==> src/rtl/phase_sequencer_pkg.sv <==
// Shared definitions for the phase sequencer: state encodings and default
// timing constants, also consumed by the bus-strobe scheduler.
package phase_sequencer_pkg;

  typedef enum logic [1:0] {
    ST_HALT   = 2'd0,
    ST_ACTIVE = 2'd1,
    ST_GAP    = 2'd2
  } seq_state_e;

  localparam int DEF_NUM_PHASES   = 4;
  localparam int DEF_PHASE_CYCLES = 3;
  localparam int DEF_GAP_CYCLES   = 1;
  localparam int DEF_CNT_W        = 4;

endpackage

==> src/rtl/phase_sequencer_if.sv <==
// Control/status bundle between a sequencer controller (master) and the
// phase sequencer (slave).
interface phase_sequencer_if #(
  parameter int NUM_PHASES = 4
);
  logic                  run;
  logic                  step;
  logic                  step_ack;
  logic [NUM_PHASES-1:0] phase_en;
  logic                  cycle_done;
  logic                  busy;
  logic                  halted;

  modport master (
    output run, step,
    input  step_ack, phase_en, cycle_done, busy, halted
  );

  modport slave (
    input  run, step,
    output step_ack, phase_en, cycle_done, busy, halted
  );
endinterface

==> src/rtl/phase_sequencer_timer.sv <==
// Loadable down-counter with a zero flag; holds at zero rather than wrapping.
module phase_timer #(
  parameter int CNT_W = 4
) (
  input  logic             clk,
  input  logic             rst,
  input  logic             load_i,
  input  logic [CNT_W-1:0] load_val_i,
  output logic [CNT_W-1:0] cnt_o,
  output logic             zero_o
);

  logic [CNT_W-1:0] cnt_q;

  // Count register: load has priority, otherwise decrement until zero.
  always_ff @(posedge clk or posedge rst) begin
    if (rst) begin
      cnt_q <= '0;
    end else if (load_i) begin
      cnt_q <= load_val_i;
    end else if (cnt_q != '0) begin
      cnt_q <= cnt_q - CNT_W'(1);
    end else begin
      cnt_q <= cnt_q;
    end
  end

  assign cnt_o  = cnt_q;
  assign zero_o = (cnt_q == '0);

endmodule

==> src/rtl/phase_sequencer.sv <==
// Non-overlapping phase-enable generator with free-run, halt and single-step;
// every output is registered so strobe drivers see glitch-free levels.
module phase_sequencer
  import phase_sequencer_pkg::*;
#(
  parameter int NUM_PHASES   = DEF_NUM_PHASES,
  parameter int PHASE_CYCLES = DEF_PHASE_CYCLES,
  parameter int GAP_CYCLES   = DEF_GAP_CYCLES,
  parameter int CNT_W        = DEF_CNT_W
) (
  input  logic              clk,
  input  logic              reset,
  phase_sequencer_if.slave  bus
);

  localparam int               PH_W     = (NUM_PHASES > 1) ? $clog2(NUM_PHASES) : 1;
  localparam logic [PH_W-1:0]  LAST_PH  = PH_W'(NUM_PHASES - 1);
  localparam logic [CNT_W-1:0] PH_LOAD  = CNT_W'(PHASE_CYCLES - 1);
  localparam logic [CNT_W-1:0] GAP_LOAD = CNT_W'((GAP_CYCLES > 0) ? (GAP_CYCLES - 1) : 0);
  localparam bit               HAS_GAP  = (GAP_CYCLES > 0);
  localparam seq_state_e       LAST_ST  = HAS_GAP ? ST_GAP : ST_ACTIVE;

  seq_state_e            state_q, state_d;
  logic [PH_W-1:0]       phase_q, phase_d;
  logic                  single_q, single_d;
  logic                  load_d;
  logic [CNT_W-1:0]      load_val_d;
  logic [CNT_W-1:0]      timer_cnt_s;
  logic                  timer_zero_s;
  logic                  adv_s;
  logic                  next_zero_s;
  logic [NUM_PHASES-1:0] phase_en_q, phase_en_d;
  logic                  step_ack_q, step_ack_d;
  logic                  cycle_done_q, cycle_done_d;
  logic                  busy_q, halted_q;

  phase_timer #(.CNT_W(CNT_W)) u_timer (
    .clk        (clk),
    .rst        (reset),
    .load_i     (load_d),
    .load_val_i (load_val_d),
    .cnt_o      (timer_cnt_s),
    .zero_o     (timer_zero_s)
  );

  // A phase slot ends when its last timed segment (gap, or the enable itself
  // when gaps are disabled) has expired.
  assign adv_s = timer_zero_s &&
                 ((state_q == ST_GAP) || ((state_q == ST_ACTIVE) && !HAS_GAP));

  // Next-state logic: phase progression, cycle wrap and halt/step handling.
  always_comb begin
    state_d    = state_q;
    phase_d    = phase_q;
    single_d   = single_q;
    load_d     = 1'b0;
    load_val_d = PH_LOAD;
    step_ack_d = 1'b0;
    case (state_q)
      ST_HALT: begin
        if (bus.run) begin
          state_d = ST_ACTIVE;
          phase_d = '0;
          load_d  = 1'b1;
        end else if (bus.step) begin
          state_d    = ST_ACTIVE;
          phase_d    = '0;
          load_d     = 1'b1;
          single_d   = 1'b1;
          step_ack_d = 1'b1;
        end else begin
          state_d = ST_HALT;
        end
      end
      ST_ACTIVE, ST_GAP: begin
        if (adv_s) begin
          if (phase_q != LAST_PH) begin
            state_d = ST_ACTIVE;
            phase_d = phase_q + PH_W'(1);
            load_d  = 1'b1;
          end else if (bus.run && !single_q) begin
            state_d = ST_ACTIVE;
            phase_d = '0;
            load_d  = 1'b1;
          end else begin
            state_d  = ST_HALT;
            phase_d  = '0;
            single_d = 1'b0;
          end
        end else if ((state_q == ST_ACTIVE) && timer_zero_s) begin
          state_d    = ST_GAP;
          load_d     = 1'b1;
          load_val_d = GAP_LOAD;
        end else begin
          state_d = state_q;
        end
      end
      default: begin
        state_d  = ST_HALT;
        phase_d  = '0;
        single_d = 1'b0;
      end
    endcase
  end

  // The timer reads zero next clock if loaded with zero or currently at one.
  assign next_zero_s = load_d ? (load_val_d == '0) : (timer_cnt_s <= CNT_W'(1));

  // Output decode from the next state so the registered outputs track state_q.
  always_comb begin
    phase_en_d = '0;
    if (state_d == ST_ACTIVE) begin
      phase_en_d[phase_d] = 1'b1;
    end else begin
      phase_en_d = '0;
    end
    cycle_done_d = (state_d == LAST_ST) && (phase_d == LAST_PH) && next_zero_s;
  end

  // State and output registers; reset forces every enable low at once.
  always_ff @(posedge clk or posedge reset) begin
    if (reset) begin
      state_q      <= ST_HALT;
      phase_q      <= '0;
      single_q     <= 1'b0;
      phase_en_q   <= '0;
      step_ack_q   <= 1'b0;
      cycle_done_q <= 1'b0;
      busy_q       <= 1'b0;
      halted_q     <= 1'b1;
    end else begin
      state_q      <= state_d;
      phase_q      <= phase_d;
      single_q     <= single_d;
      phase_en_q   <= phase_en_d;
      step_ack_q   <= step_ack_d;
      cycle_done_q <= cycle_done_d;
      busy_q       <= (state_d != ST_HALT);
      halted_q     <= (state_d == ST_HALT);
    end
  end

  assign bus.phase_en   = phase_en_q;
  assign bus.step_ack   = step_ack_q;
  assign bus.cycle_done = cycle_done_q;
  assign bus.busy       = busy_q;
  assign bus.halted     = halted_q;

endmodule

==> src/flat_wrapper.sv <==
// flat-port wrapper written by rule: the top's interface ports become plain ports
module phase_sequencer_flat import phase_sequencer_pkg::*;
#(
  parameter int NUM_PHASES   = DEF_NUM_PHASES,
  parameter int PHASE_CYCLES = DEF_PHASE_CYCLES,
  parameter int GAP_CYCLES   = DEF_GAP_CYCLES,
  parameter int CNT_W        = DEF_CNT_W
)
  (clk, reset, bus_run, bus_step, bus_step_ack, bus_phase_en, bus_cycle_done, bus_busy, bus_halted);
  phase_sequencer_if #(.NUM_PHASES(NUM_PHASES)) bus_i ();
  input  logic clk;
  input  logic reset;
  input wire logic [$bits(bus_i.run)-1:0] bus_run;
  input wire logic [$bits(bus_i.step)-1:0] bus_step;
  output wire logic [$bits(bus_i.step_ack)-1:0] bus_step_ack;
  output wire logic [$bits(bus_i.phase_en)-1:0] bus_phase_en;
  output wire logic [$bits(bus_i.cycle_done)-1:0] bus_cycle_done;
  output wire logic [$bits(bus_i.busy)-1:0] bus_busy;
  output wire logic [$bits(bus_i.halted)-1:0] bus_halted;
  assign bus_i.run = bus_run;
  assign bus_i.step = bus_step;
  assign bus_step_ack = bus_i.step_ack;
  assign bus_phase_en = bus_i.phase_en;
  assign bus_cycle_done = bus_i.cycle_done;
  assign bus_busy = bus_i.busy;
  assign bus_halted = bus_i.halted;
  phase_sequencer #(.NUM_PHASES(NUM_PHASES), .PHASE_CYCLES(PHASE_CYCLES), .GAP_CYCLES(GAP_CYCLES), .CNT_W(CNT_W)) u_core (.clk(clk), .reset(reset), .bus(bus_i));
endmodule
==> config.mk <==
export PLATFORM = sky130hd
export DESIGN_NAME = phase_sequencer_flat
export DESIGN_NICKNAME = d
export VERILOG_FILES = /design/src/rtl/phase_sequencer_pkg.sv /design/src/rtl/phase_sequencer_if.sv /design/src/rtl/phase_sequencer_timer.sv /design/src/rtl/phase_sequencer.sv /design/src/flat_wrapper.sv
export SDC_FILE = /design/constraint.sdc
export NUM_CORES = 1
export LEC_CHECK = 0
export ABC_AREA = 0
export BUFFER_PORTS_ARGS = -buffer_cell sky130_fd_sc_hd__buf_2
export CORE_UTILIZATION = 60
export CTS_CLUSTER_SIZE = 12
export DETAILED_ROUTE_END_ITERATION = 12
export GPL_TIMING_DRIVEN = 0
export MAX_ROUTING_LAYER = met4
export PLACE_DENSITY = 0.84
export SLEW_MARGIN = 25
export SYNTH_ARGS = -nofsm -noshare
export SYNTH_HDL_FRONTEND = slang
export SYNTH_HIERARCHICAL = 1
export SYNTH_SLANG_ARGS = --single-unit
export TNS_END_PERCENT = 30
==> constraint.sdc <==
create_clock -name clk -period 3.45 [get_ports clk]
set_clock_uncertainty 0.05 [all_clocks]
set_input_delay 0.5175 -clock clk [delete_from_list [all_inputs] [get_ports clk]]
set_output_delay 0.5175 -clock clk [all_outputs]
set_load 0.01 [all_outputs]
; Word-level counts from Yosys, hierarchy flattened
; Cells that the tools add are included.
[op_classes]
addsub = 2
order_cmp = 3
n_eq_ne = 11
n_mux = 36
reduce_logical = 16
[ops]
columns = operator, count
row1 = 4-bit two-way mux, 5
row2 = 2-bit two-way mux, 9
row3 = 1-bit two-way mux, 17
row4 = 2-bit != test (second input constant), 5
row5 = 4-bit logical NOT, 2
row6 = 2-bit one-hot mux with 2 select lines, 2
row7 = 2-bit == test (second input constant), 3
row8 = 1-bit logical AND, 6
row9 = 5-bit AND reduction, 1
row10 = 2-bit by 1-bit == test with 1-bit output (second input constant), 2
row11 = 4-bit by 1-bit <= comparator with 1-bit output (second input constant), 1
row12 = 2-bit logical NOT, 2
row13 = 1-bit one-hot mux with 2 select lines, 2
row14 = 2-bit nonzero test, 2
row15 = 4-bit nonzero test, 1
row16 = 4-bit by 1-bit subtractor with 4-bit output (second input constant), 1
row17 = 2-bit by 3-bit less-than comparator with 1-bit output (second input constant), 1
row18 = 2-bit by 1-bit adder with 2-bit output (second input constant), 1
row19 = 1-bit demux with 2-bit select, 1
row20 = 2-bit by 1-bit greater-or-equal comparator with 1-bit output (second input constant), 1
row21 = 2-bit by 1-bit != test with 1-bit output (second input constant), 1
row22 = 2-bit OR reduction, 1
row23 = 1-bit logical NOT, 1
[totals]
regBits = 17
input_bits = 4
out_inout_bits = 8
wordCells = 77

; Depth between registers and ports, before layout
; Gate-level depths: netlist of run 1.
[logic_depth]
depth_word = 9
depth_mapped = 10
mapped_depth_nobuf = 9

; Hierarchy
; The synthesis of run 1 kept the hierarchy.
[by_module_without_submodules]
columns = module, n_inst, cells_per_inst, area_each_um2, seq_area_each_um2
row1 = phase_sequencer, 1, 72, 748.2, 326.6
row2 = phase_timer, 1, 23, 236.5, 100.1

; Least setup slack after synthesis of run 1
; No wires, ideal clock.
[synth_timing]
path_type = register to register
from = register u_core.u_timer.cnt_q[0] (netlist: u_core/u_timer/cnt_o[0])
to = register u_core.u_timer.cnt_q[3] (netlist: u_core/u_timer/cnt_o[3])
setup_ns = 0.126
t_arrival_ns = 2.017
required_ns = 3.274
path_slack_ns = 1.257
stages_incl_launch_ff = 11
path_buffers = 1
synth_period_minus_slack_ns = 2.193
cell_sequence = dfrtp_1 > inv_1 > ha_1 > nor3b_4 > o211ai_1 > a31oi_1 > nor2_1 > nor2_1 > clkbuf_1 > nor3_1 > a221o_1
[synth_via]
elab_chain_len = 6
word_cells_on_any_way = 11
cone_classes = add/sub: 1 / mux: 5 / reduce/logical: 5
[synth_rtl]
columns = element, line_no
row1 = from (decl), phase_sequencer_timer.sv:13  ; logic [CNT_W-1:0] cnt_q;
row2 = from (signal assigned), phase_sequencer_timer.sv:20  ; cnt_q <= load_val_i;
row3 = from (signal assigned), phase_sequencer_timer.sv:22  ; cnt_q <= cnt_q - CNT_W'(1);
row4 = from (signal assigned), phase_sequencer_timer.sv:24  ; cnt_q <= cnt_q;
row5 = 4-bit logical NOT *, phase_sequencer_timer.sv:29  ; assign zero_o = (cnt_q == '0);
row6 = named net u_core.timer_zero_s, phase_sequencer.sv:29  ; logic timer_zero_s;
row7 = 1-bit logical AND, phase_sequencer.sv:90  ; end else if ((state_q == ST_ACTIVE) && timer_zero_s) begin
row8 = 1-bit two-way mux, phase_sequencer.sv:90
row9 = 1-bit two-way mux *, phase_sequencer.sv:76  ; if (adv_s) begin
row10 = 1-bit one-hot mux with 2 select lines *, phase_sequencer.sv:59  ; case (state_q)
row11 = named net u_core.load_d, phase_sequencer.sv:26  ; logic load_d;
row12 = 4-bit two-way mux or 2-bit nonzero test (tied branches), n/a
; Mark *: on every way through the listed nets, which the timed path passes. The rest lies on a longest branch. The select of a mux whose other input is x is not followed.
; A chain may end at the register's enable or synchronous reset.

; Worst setup path in the final report of run 1
; Same ends and word-level chain as after synthesis.

==> results.py, run 1 <==
metrics = {
    "power": {
        "combPwrFrac_pct": 48.5,
        "clockPowerShare_pct": 13.3,
        "swShare_pct": 41.13,
        "p_per_area_nw_per_um2": 742.7,
        "switching_power_uw": 335.2,
        "p_leak_uw": 0.0005296,
        "seqPwrFrac_pct": 38.1,
        "vdd_drop_max_mv": 0.4556,
        "p_int_uw": 479.8,
    },
    "global_routing": {
        "grt_max_degree": 14,
        "grt_overflow": 0,
        "antenna_found_initial": 0,
        "grt_pass1_wl_mm": 2.994,
        "grt_pass1_vias": 700,
        "grt.total_usage_pct": 23.46,
    },
    "cts": {
        "postCtsSetupBuffers": 0,
        "cts-buffers-inserted": 3,
        "clock_sinks": 17,
        "ctsResizeCount": 0,
        "path_clk_slew_ns": 0.10,
        "clk_path_buf_depth": 2,
        "cts_tree": "yes",
        "htree_levels": 1,
        "insertion_delay_ns": 0.30,
        "root_buffer": "clkbuf_4",
        "cts_hold_buf": 0,
    },
    "critical_path": {
        "reg2reg_depth": 10,
        "startpoint_type": "flop",
        "worst-setup-path-type": "reg -> reg",
        "worstPathArrival_ns": 2.64,
        "ff2ff_setup_slack_ns": 0.95,
        "rr_startpoint": "u_core/u_timer/cnt_o[0]$_DFFE_PP0P_",
        "crit_fanout": 10,
        "r2r-end": "u_core/u_timer/cnt_o[3]$_DFFE_PP0P_",
        "path_common_cell": "nor2_1",
        "crit_path_max_incr_delay_ns": 0.45,
        "cp.required_ns": 3.59,
        "end_kind": "flop",
        "cp_num_buf_inv": 2,
        "path_cells": "inv_1 > ha_1 > nor3b_4 > o211ai_1 > a31oi_1 > nor2_1 > nor2_1 > clkbuf_1 > nor3_1 > a221o_1",
        "crit_family": "simple AND/OR/NAND/NOR gates",
        "crit_slowest_cell": "nor3b_4",
    },
    "synthesis": {
        "synth_compound_area_share_pct": 13.34,
        "syn-cell-area_sq_um": 984.7,
        "yosys.area_share.xor_xnor_pct": 0.8895,
        "synth-async-reset-ratio_pct": 100.0,
        "synth-warning-count": 6,
        "synth_seq_area_share_pct": 43.33,
        "synth_top_family_by_area": "simple AND/OR/NAND/NOR gates",
        "avgSynthCellArea_sq_um": 10.37,
        "ys_types": 41,
        "yosys.area_share.simple_pct": 26.05,
        "muxShareOfSynthArea_pct": 4.447,
        "synthAdderAreaFrac_pct": 7.624,
        "yosys_register_bits": 17,
        "synth-edff-count": 0,
        "syn_inst": 95,
        "synthFlopType": "dfrtp_1",
    },
    "timing": {
        "max_freq_mhz": 399.3,
        "finalCritPeriodShare_pct": 72.60,
        "hold_viol_final": 0,
        "slew_violations": 0,
        "rsz0062_at_grt": "no",
        "min_period_ns": 2.505,
        "tightest_slew_ns": 0.6074,
        "relSlewSlack_pct": 59.51,
        "finalSetupViolCount": 0,
        "fin_setup_tns_ns": 0,
    },
    "detailed_routing": {
        "wl_met3_microns": 62,
        "via_count": 778,
        "drt-total-wl_mm": 1.819,
        "drt_iter0_markers": 40,
        "wl_per_cell_microns": 14.21,
        "ant_nets": 0,
        "m1WireLength_microns": 841,
        "dr.pass1.iters": 4,
        "wl_met2_microns": 884,
        "viasPerCell": 6.078,
        "routed.top_layer": "met4",
        "drc": 0,
    },
    "cells_and_area": {
        "drive_gt1_share_pct": 25.00,
        "syn_to_final_growth_pct": 11.44,
        "final_util_pct": 72.00,
        "fillers": 127,
        "nets": 123,
        "diodes": 0,
        "final_cell_mix": "dfrtp_1, buf_2, inv_1",
        "final_cell_area_sq_um": 1097,
        "layout_commonest_cell": "dfrtp_1",
    },
    "die": {
        "coreArea_sq_um": 1524,
        "num_rows": 14,
        "die-area_sq_um": 1807,
        "die_h_microns": 42.51,
        "die_w_microns": 42.51,
        "ios": 12,
        "initial_core_util_pct": 64.61,
    },
    "placement": {
        "place.gp.congestion": 0.7852,
        "numPortBuffers": 11,
        "hpwl_mm": 1.391,
        "placed_cell_area_sq_um": 1067,
    },
    "status": {
        "status": "complete, no violations",
    },
    "job": {
        "maxCapViolCount": 0,
    },
    "worst_hold_path": {
        "hp-class": "in -> async",
    },
}
## registers in the layout (all words and copies together), names as in the netlist
signal	cells
u_core/bus.busy	1
u_core/bus.cycle_done	1
u_core/bus.halted	1
u_core/bus.phase_en	4
u_core/bus.step_ack	1
u_core/phase_q	2
u_core/single_q	1
u_core/state_q	2
u_core/u_timer/cnt_o	4
## per-stage QoR
stage          total power, uW  setup WS (ns)  instances  hold WS, ns
3_3_place_gp             685.2          1.045        124       0.3652
6_report                 814.9         0.9455        128      0.04713
2_1_floorplan            612.5          1.257         97       0.2336
4_1_cts                  818.0         0.9753        128      0.03785
3_5_place_dp             707.8         0.9899        124       0.3717
5_1_grt                  871.4         0.7533        128      0.04054
## power by group through the flow
stage	Combinational (uW)	Sequential, uW	Clock, uW
2_1_floorplan	295	317	0
3_3_place_gp	374	311	0
3_5_place_dp	394	314	0
4_1_cts	393	311	115
5_1_grt	433	317	122
6_report	395	311	109
## how the worst max path moves through the flow
stage,from,endpoint,depth (start not counted)
global placement,u_core/u_timer/cnt_o[0]$_DFFE_PP0P_,u_core/u_timer/cnt_o[3]$_DFFE_PP0P_,10
CTS,u_core/u_timer/cnt_o[1]$_DFFE_PP0P_,u_core/u_timer/cnt_o[3]$_DFFE_PP0P_,10
global route,u_core/u_timer/cnt_o[0]$_DFFE_PP0P_,u_core/u_timer/cnt_o[3]$_DFFE_PP0P_,10
floorplan,u_core/u_timer/cnt_o[0]$_DFFE_PP0P_,u_core/u_timer/cnt_o[3]$_DFFE_PP0P_,10
detailed placement,u_core/u_timer/cnt_o[0]$_DFFE_PP0P_,u_core/u_timer/cnt_o[3]$_DFFE_PP0P_,10
finish,u_core/u_timer/cnt_o[0]$_DFFE_PP0P_,u_core/u_timer/cnt_o[3]$_DFFE_PP0P_,10
## cell families (layout without fill, tap and decap cells)
family | after synthesis | in the layout
other | 1 | 3
buffers and inverters | 10 | 25
and+or+nand+nor | 37 | 37
xor gates and xnor gates | 1 | 1
AOI/OAI and AO/OA | 19 | 19
adders and majority gates | 6 | 6
DFF | 17 | 17
muxes | 4 | 4
## synth_stat cells (3+ instances only)
cell type	count	area share, %
a21oi_1	3	1.5
dfrtp_1	16	41
nand2b_1	3	1.9
o21ai_0	4	2.0
mux2_2	3	3.4
nor2_1	5	1.9
a211oi_1	3	2.3
inv_1	7	2.7
ha_1	6	7.6
nand2_1	5	1.9
## metal layers
metal | GRT usage (%) | vias up
li1 | - | 374
met3 | 5.172 | 5
met5 | - | -
met1 | 29.41 | 381
met4 | 11.25 | 0
met2 | 36.00 | 18
## final cells by class
| class | instances | area [sq um] | share of cell area [%] |
|---|---|---|---|
| multi-input combinational | 70 | 526.8 | 48.00 |
| buffer | 3 | 12.51 | 1.140 |
| clock inverter | 1 | 7.507 | 0.6842 |
| sequential | 17 | 426.7 | 38.88 |
| tap | 16 | 20.02 | 1.824 |
| clock buffer | 3 | 22.52 | 2.052 |
| inverter | 7 | 26.28 | 2.395 |
| timing repair buffer | 11 | 55.05 | 5.017 |
## worst register-to-register path, cell delays in order (launching register included)
cell and delay [ns]:
dfrtp_1 0.39, inv_1 0.09, ha_1 0.22, nor3b_4 0.45
o211ai_1 0.15, a31oi_1 0.21, nor2_1 0.06, nor2_1 0.09
clkbuf_1 0.27, nor3_1 0.09, a221o_1 0.32
(Power assumes the default switching activity.)
==> run 2: changes to the inputs <==
Settings changed: CORE_UTILIZATION 60 to 50, PLACE_DENSITY 0.84 to 0.75.
Clock period 3.45 ns to 2.2 ns, I/O delays scaled along.
==> results.py, run 2 (synthesized netlist as in run 1, its figures left out) <==
metrics = {
    "status": {
        "status": "complete, no violations",
    },
    "cts": {
        "path_clk_slew_ns": 0.10,
        "clock_sinks": 17,
        "insertion_delay_ns": 0.30,
        "htree_levels": 1,
        "clk_path_buf_depth": 2,
        "root_buffer": "clkbuf_4",
        "cts_tree": "yes",
        "cts-buffers-inserted": 3,
    },
    "timing": {
        "hold_viol_final": 0,
        "slew_violations": 0,
        "finalCritPeriodShare_pct": 96.81,
        "max_freq_mhz": 469.5,
        "fin_setup_tns_ns": 0,
        "min_period_ns": 2.130,
        "layout_setup_ws_ns": 0.07018,
        "relSlewSlack_pct": 58.22,
        "finalSetupViolCount": 0,
        "tightest_slew_ns": 0.6267,
    },
    "cells_and_area": {
        "layout_commonest_cell": "dfrtp_1",
        "drive_gt1_share_pct": 30.17,
        "nets": 127,
        "final_cell_area_sq_um": 1165,
        "diodes": 0,
        "final_cell_mix": "dfrtp_1, buf_2, inv_1",
        "syn_to_final_growth_pct": 18.30,
    },
    "global_routing": {
        "grt_overflow": 0,
        "grt_pass1_vias": 676,
        "grt_max_degree": 14,
        "grt_pass1_wl_mm": 2.815,
        "antenna_found_initial": 0,
        "grt.total_usage_pct": 19.97,
    },
    "placement": {
        "dpl_worst_slack_ns": -0.2616,
        "placed_cell_area_sq_um": 1079,
        "numPortBuffers": 11,
        "place.gp.congestion": 0.7820,
        "hpwl_mm": 1.320,
    },
    "critical_path": {
        "worst-setup-path-type": "reg -> reg",
        "crit_path_max_incr_delay_ns": 0.40,
        "cp_num_buf_inv": 3,
        "worstPathArrival_ns": 2.26,
        "crit_fanout": 9,
        "startpoint_type": "flop",
        "crit_family": "compound AO/OA/AOI/OAI gates",
        "crit_slowest_cell": "dfrtp_1",
        "path_cells": "inv_1 > ha_1 > buf_4 > o211ai_1 > a31oi_1 > nor2_1 > nor2_1 > buf_4 > nor3_1 > a221o_1",
        "end_kind": "flop",
        "cp.required_ns": 2.33,
    },
    "power": {
        "p_int_uw": 814.9,
        "switching_power_uw": 557.2,
        "power_uw": 1372,
        "p_leak_uw": 0.0005519,
        "seqPwrFrac_pct": 35.3,
        "combPwrFrac_pct": 52.2,
        "swShare_pct": 40.61,
        "clockPowerShare_pct": 12.4,
        "vdd_drop_max_mv": 0.6482,
        "p_per_area_nw_per_um2": 1178,
    },
    "die": {
        "die-area_sq_um": 2151,
        "coreArea_sq_um": 1783,
        "initial_core_util_pct": 55.23,
        "ios": 12,
        "num_rows": 15,
        "die_w_microns": 46.38,
        "die_h_microns": 46.38,
    },
    "worst_hold_path": {
        "hp-class": "in -> reg",
    },
    "detailed_routing": {
        "drc": 0,
        "wl_per_cell_microns": 13.67,
        "drt_iter0_markers": 22,
        "dr.pass1.iters": 4,
        "drt-total-wl_mm": 1.927,
        "viasPerCell": 5.532,
        "via_count": 780,
        "ant_nets": 0,
    },
    "job": {
        "maxCapViolCount": 0,
    },
}
-- run 2: cell types whose count changed in the layout (fill, tap and decap cells not counted) --
cell,change
buf_2,-1
dlygate4sd3_1,+1
clkbuf_1,-1
ha_4,+1
dfrtp_2,+1
inv_1,-1
dfrtp_1,-1
ha_1,-1
buf_6,+1
inv_2,+1
buf_4,+4
-- run 2: power by group through the flow --
stage	clock (uW)	combinational [uW]	sequential, uW
detailed placement	0	605	493
finish	171	717	485
CTS	181	628	491
global placement	0	589	487
floorplan	0	463	498
global route	197	787	497
-- run 2: cell type report --
class                   instances  area [sq um]
plain buffers                   3         18.77
clock buffers                   3         22.52
clock inverters                 1         7.507
fillers                       149         618.1
inverters                       7         26.28
multi-input cells              70         539.3
flip-flops and latches         17         427.9
well taps                      25         31.28
repair buffers                 15         91.34
-- run 2: per-stage QoR --
step,utilization [%],hold slack (ns),std cells
global route,65.33,0.2963,141
CTS,63.30,0.2907,139
global placement,60.49,0.1754,133
finish,65.33,0.3002,141
detailed placement,60.49,0.1891,133
floorplan,-,0.04608,97
-- run 2: repair_timing --
action | in CTS | in global routing
buffers inserted | 1 | 2
pin swaps | 1 | 1
hold buffers | 1 | 0
endpoints found under the hold margin | 4 | 0
endpoints found under the setup margin | 12 | 10
gates resized for setup | 2 | 9
-- run 2: path summary, 6_finish.rpt --
kind / to / cells after the start / slack, ns / start
min in group asynchronous: u_core/u_timer/cnt_o[3]$_DFFE_PP0P_ / 3 / 0.43 / reset
max in group asynchronous: u_core/state_q[0]$_DFF_PP0_ / 3 / 1.19 / reset
min reg2reg: u_core/single_q$_DFFE_PP0P_ / 1 / 0.45 / u_core/single_q$_DFFE_PP0P_
max: u_core/u_timer/cnt_o[3]$_DFFE_PP0P_ / 10 / 0.07 / u_core/state_q[1]$_DFF_PP0_
max reg2reg: u_core/u_timer/cnt_o[3]$_DFFE_PP0P_ / 10 / 0.07 / u_core/state_q[1]$_DFF_PP0_
min: u_core/bus.step_ack$_DFF_PP0_ / 2 / 0.30 / bus_step
-- run 2: per-layer routing --
layer  part of all wire, %  wire length, microns  track usage [%]
met1                    45                   876            25.00
met2                    50                   958            30.28
met3                   3.2                    62            3.529
met4                   1.5                    29            10.59
met5                     0                     0                -
==> run 3: changes to the inputs <==
Settings changed: CORE_UTILIZATION 50 to 53, CTS_BUF_LIST set to sky130_fd_sc_hd__clkbuf_2, PLACE_DENSITY 0.75 to 0.77.
==> results.py, run 3 (synthesized netlist as in run 1, its figures left out) <==
metrics = {
    "status": {
        "status": "complete, no violations",
    },
    "power": {
        "p_int_uw": 812.5,
        "combPwrFrac_pct": 54.2,
        "clockPowerShare_pct": 10.3,
        "swShare_pct": 40.45,
        "p_leak_uw": 0.0005676,
        "vdd_drop_max_mv": 0.6606,
        "seqPwrFrac_pct": 35.5,
        "switching_power_uw": 551.8,
        "p_per_area_nw_per_um2": 1161,
    },
    "cells_and_area": {
        "diodes": 0,
        "syn_to_final_growth_pct": 19.31,
        "nets": 130,
        "final_util_pct": 68.04,
        "final_cell_mix": "dfrtp_1, buf_2, inv_1, buf_4",
        "final_cell_area_sq_um": 1175,
        "drive_gt1_share_pct": 31.93,
        "layout_commonest_cell": "dfrtp_1",
    },
    "detailed_routing": {
        "viasPerCell": 5.674,
        "wl_per_cell_microns": 13.47,
        "drc": 0,
        "drt-total-wl_mm": 1.940,
        "via_count": 817,
        "drt_iter0_markers": 18,
        "ant_nets": 0,
        "dr.pass1.iters": 4,
    },
    "cts": {
        "cts-buffers-inserted": 3,
        "cts_tree": "yes",
        "htree_levels": 1,
        "path_clk_slew_ns": 0.17,
        "clk_path_buf_depth": 2,
        "root_buffer": "clkbuf_2",
        "insertion_delay_ns": 0.29,
        "clock_sinks": 17,
    },
    "timing": {
        "tightest_slew_ns": 0.6066,
        "slew_violations": 0,
        "finalCritPeriodShare_pct": 97.55,
        "relSlewSlack_pct": 59.56,
        "max_freq_mhz": 465.9,
        "min_period_ns": 2.146,
        "hold_viol_final": 0,
        "finalSetupViolCount": 0,
        "layout_setup_ws_ns": 0.05381,
    },
    "critical_path": {
        "end_kind": "flop",
        "crit_path_max_incr_delay_ns": 0.43,
        "worstPathArrival_ns": 2.30,
        "crit_slowest_cell": "dfrtp_1",
        "worst-setup-path-type": "reg -> reg",
        "startpoint_type": "flop",
        "crit_fanout": 7,
        "path_cells": "inv_1 > ha_2 > nor3b_4 > buf_4 > mux2_2 > nand2_1 > nor2_1 > nor4_1",
        "cp.required_ns": 2.35,
    },
    "die": {
        "num_rows": 15,
        "ios": 12,
        "die_h_microns": 45.11,
        "initial_core_util_pct": 57.03,
        "die-area_sq_um": 2034,
        "die_w_microns": 45.11,
        "coreArea_sq_um": 1727,
    },
    "global_routing": {
        "antenna_found_initial": 0,
        "grt_pass1_wl_mm": 2.925,
        "grt.total_usage_pct": 20.80,
        "grt_max_degree": 14,
        "grt_pass1_vias": 707,
        "grt_overflow": 0,
    },
    "placement": {
        "dpl_worst_slack_ns": -0.2643,
        "numPortBuffers": 11,
        "place.gp.congestion": 0.7712,
        "hpwl_mm": 1.354,
        "placed_cell_area_sq_um": 1079,
    },
    "worst_hold_path": {
        "hp-class": "in -> reg",
    },
    "job": {
        "maxCapViolCount": 0,
    },
}
==> run 3: cell count changes in the layout (fill, tap and decap cells not counted), sizes merged <==
cell / previous run / this run
buf: 16 / 19
==> run 3: metal layers <==
metal / global-route usage (%) / vias up / part of all wire (%)
li1: - / 389 / -
met1: 25.96 / 391 / 42
met2: 32.17 / 31 / 52
met3: 3.200 / 6 / 4.6
met4: 11.52 / 0 / 1.9
met5: - / - / 0
==> run 3: through the flow <==
stage | instances | total power (uW) | setup TNS (ns) | hold WS (ns)
after floorplan | 97 | 960.5 | 0 | 0.04608
after global routing | 144 | 1461 | -0.02524 | 0.2670
after global placement | 133 | 1073 | -0.5336 | 0.1744
final | 144 | 1364 | 0 | 0.2816
after CTS | 140 | 1271 | 0 | 0.2618
after detailed placement | 133 | 1103 | -0.9323 | 0.1808
==> run 3: layout make-up <==
class	instances	area (sq um)
Clock inverter	1	7.507
Fill cell	151	551.8
Buffer	3	22.52
Clock buffer	3	15.01
Timing Repair Buffer	18	110.1
Inverter	7	26.28
Tap cell	25	31.28
Multi-Input combinational cell	70	534.3
Sequential cell	17	427.9
==> run 3: power by group through the flow <==
| stage | logic (uW) | clock network, uW | registers, uW |
|---|---|---|---|
| 2_1_floorplan | 463 | 0 | 498 |
| 3_5_place_dp | 611 | 0 | 493 |
| 3_3_place_gp | 587 | 0 | 486 |
| 5_1_grt | 811 | 163 | 487 |
| 6_report | 739 | 141 | 484 |
| 4_1_cts | 632 | 151 | 487 |
==> run 3: worst paths after layout <==
| kind | start | endpoint | slack [ns] | cells after the start |
|---|---|---|---|---|
| setup / recovery | u_core/u_timer/cnt_o[1]$_DFFE_PP0P_ | u_core/bus.phase_en[2]$_DFF_PP0_ | 0.05 | 8 |
| max in group asynchronous | reset | u_core/state_q[0]$_DFF_PP0_ | 1.21 | 3 |
| hold reg to reg | u_core/single_q$_DFFE_PP0P_ | u_core/single_q$_DFFE_PP0P_ | 0.46 | 1 |
| hold / removal | bus_step | u_core/bus.step_ack$_DFF_PP0_ | 0.28 | 2 |
| setup reg to reg | u_core/u_timer/cnt_o[1]$_DFFE_PP0P_ | u_core/bus.phase_en[2]$_DFF_PP0_ | 0.05 | 8 |
| min in group asynchronous | reset | u_core/u_timer/cnt_o[3]$_DFFE_PP0P_ | 0.39 | 3 |
==> run 3: timing repair <==
action                                  CTS  global route
gates resized for setup                   2             7
setup buffers                             2             4
hold buffers                              1             0
pin swaps                                 0             2
endpoints found under the setup margin   12             9
hold endpoints to repair                 16             0
==> run 3: critical path: cells and delay by family (launching register included) <==
family,cells,cell delay [ns]
muxes,1,0.33
adders and majority gates,1,0.20
and+or+nand+nor,4,0.79
DFF,1,0.43
buffers and inverters,2,0.27
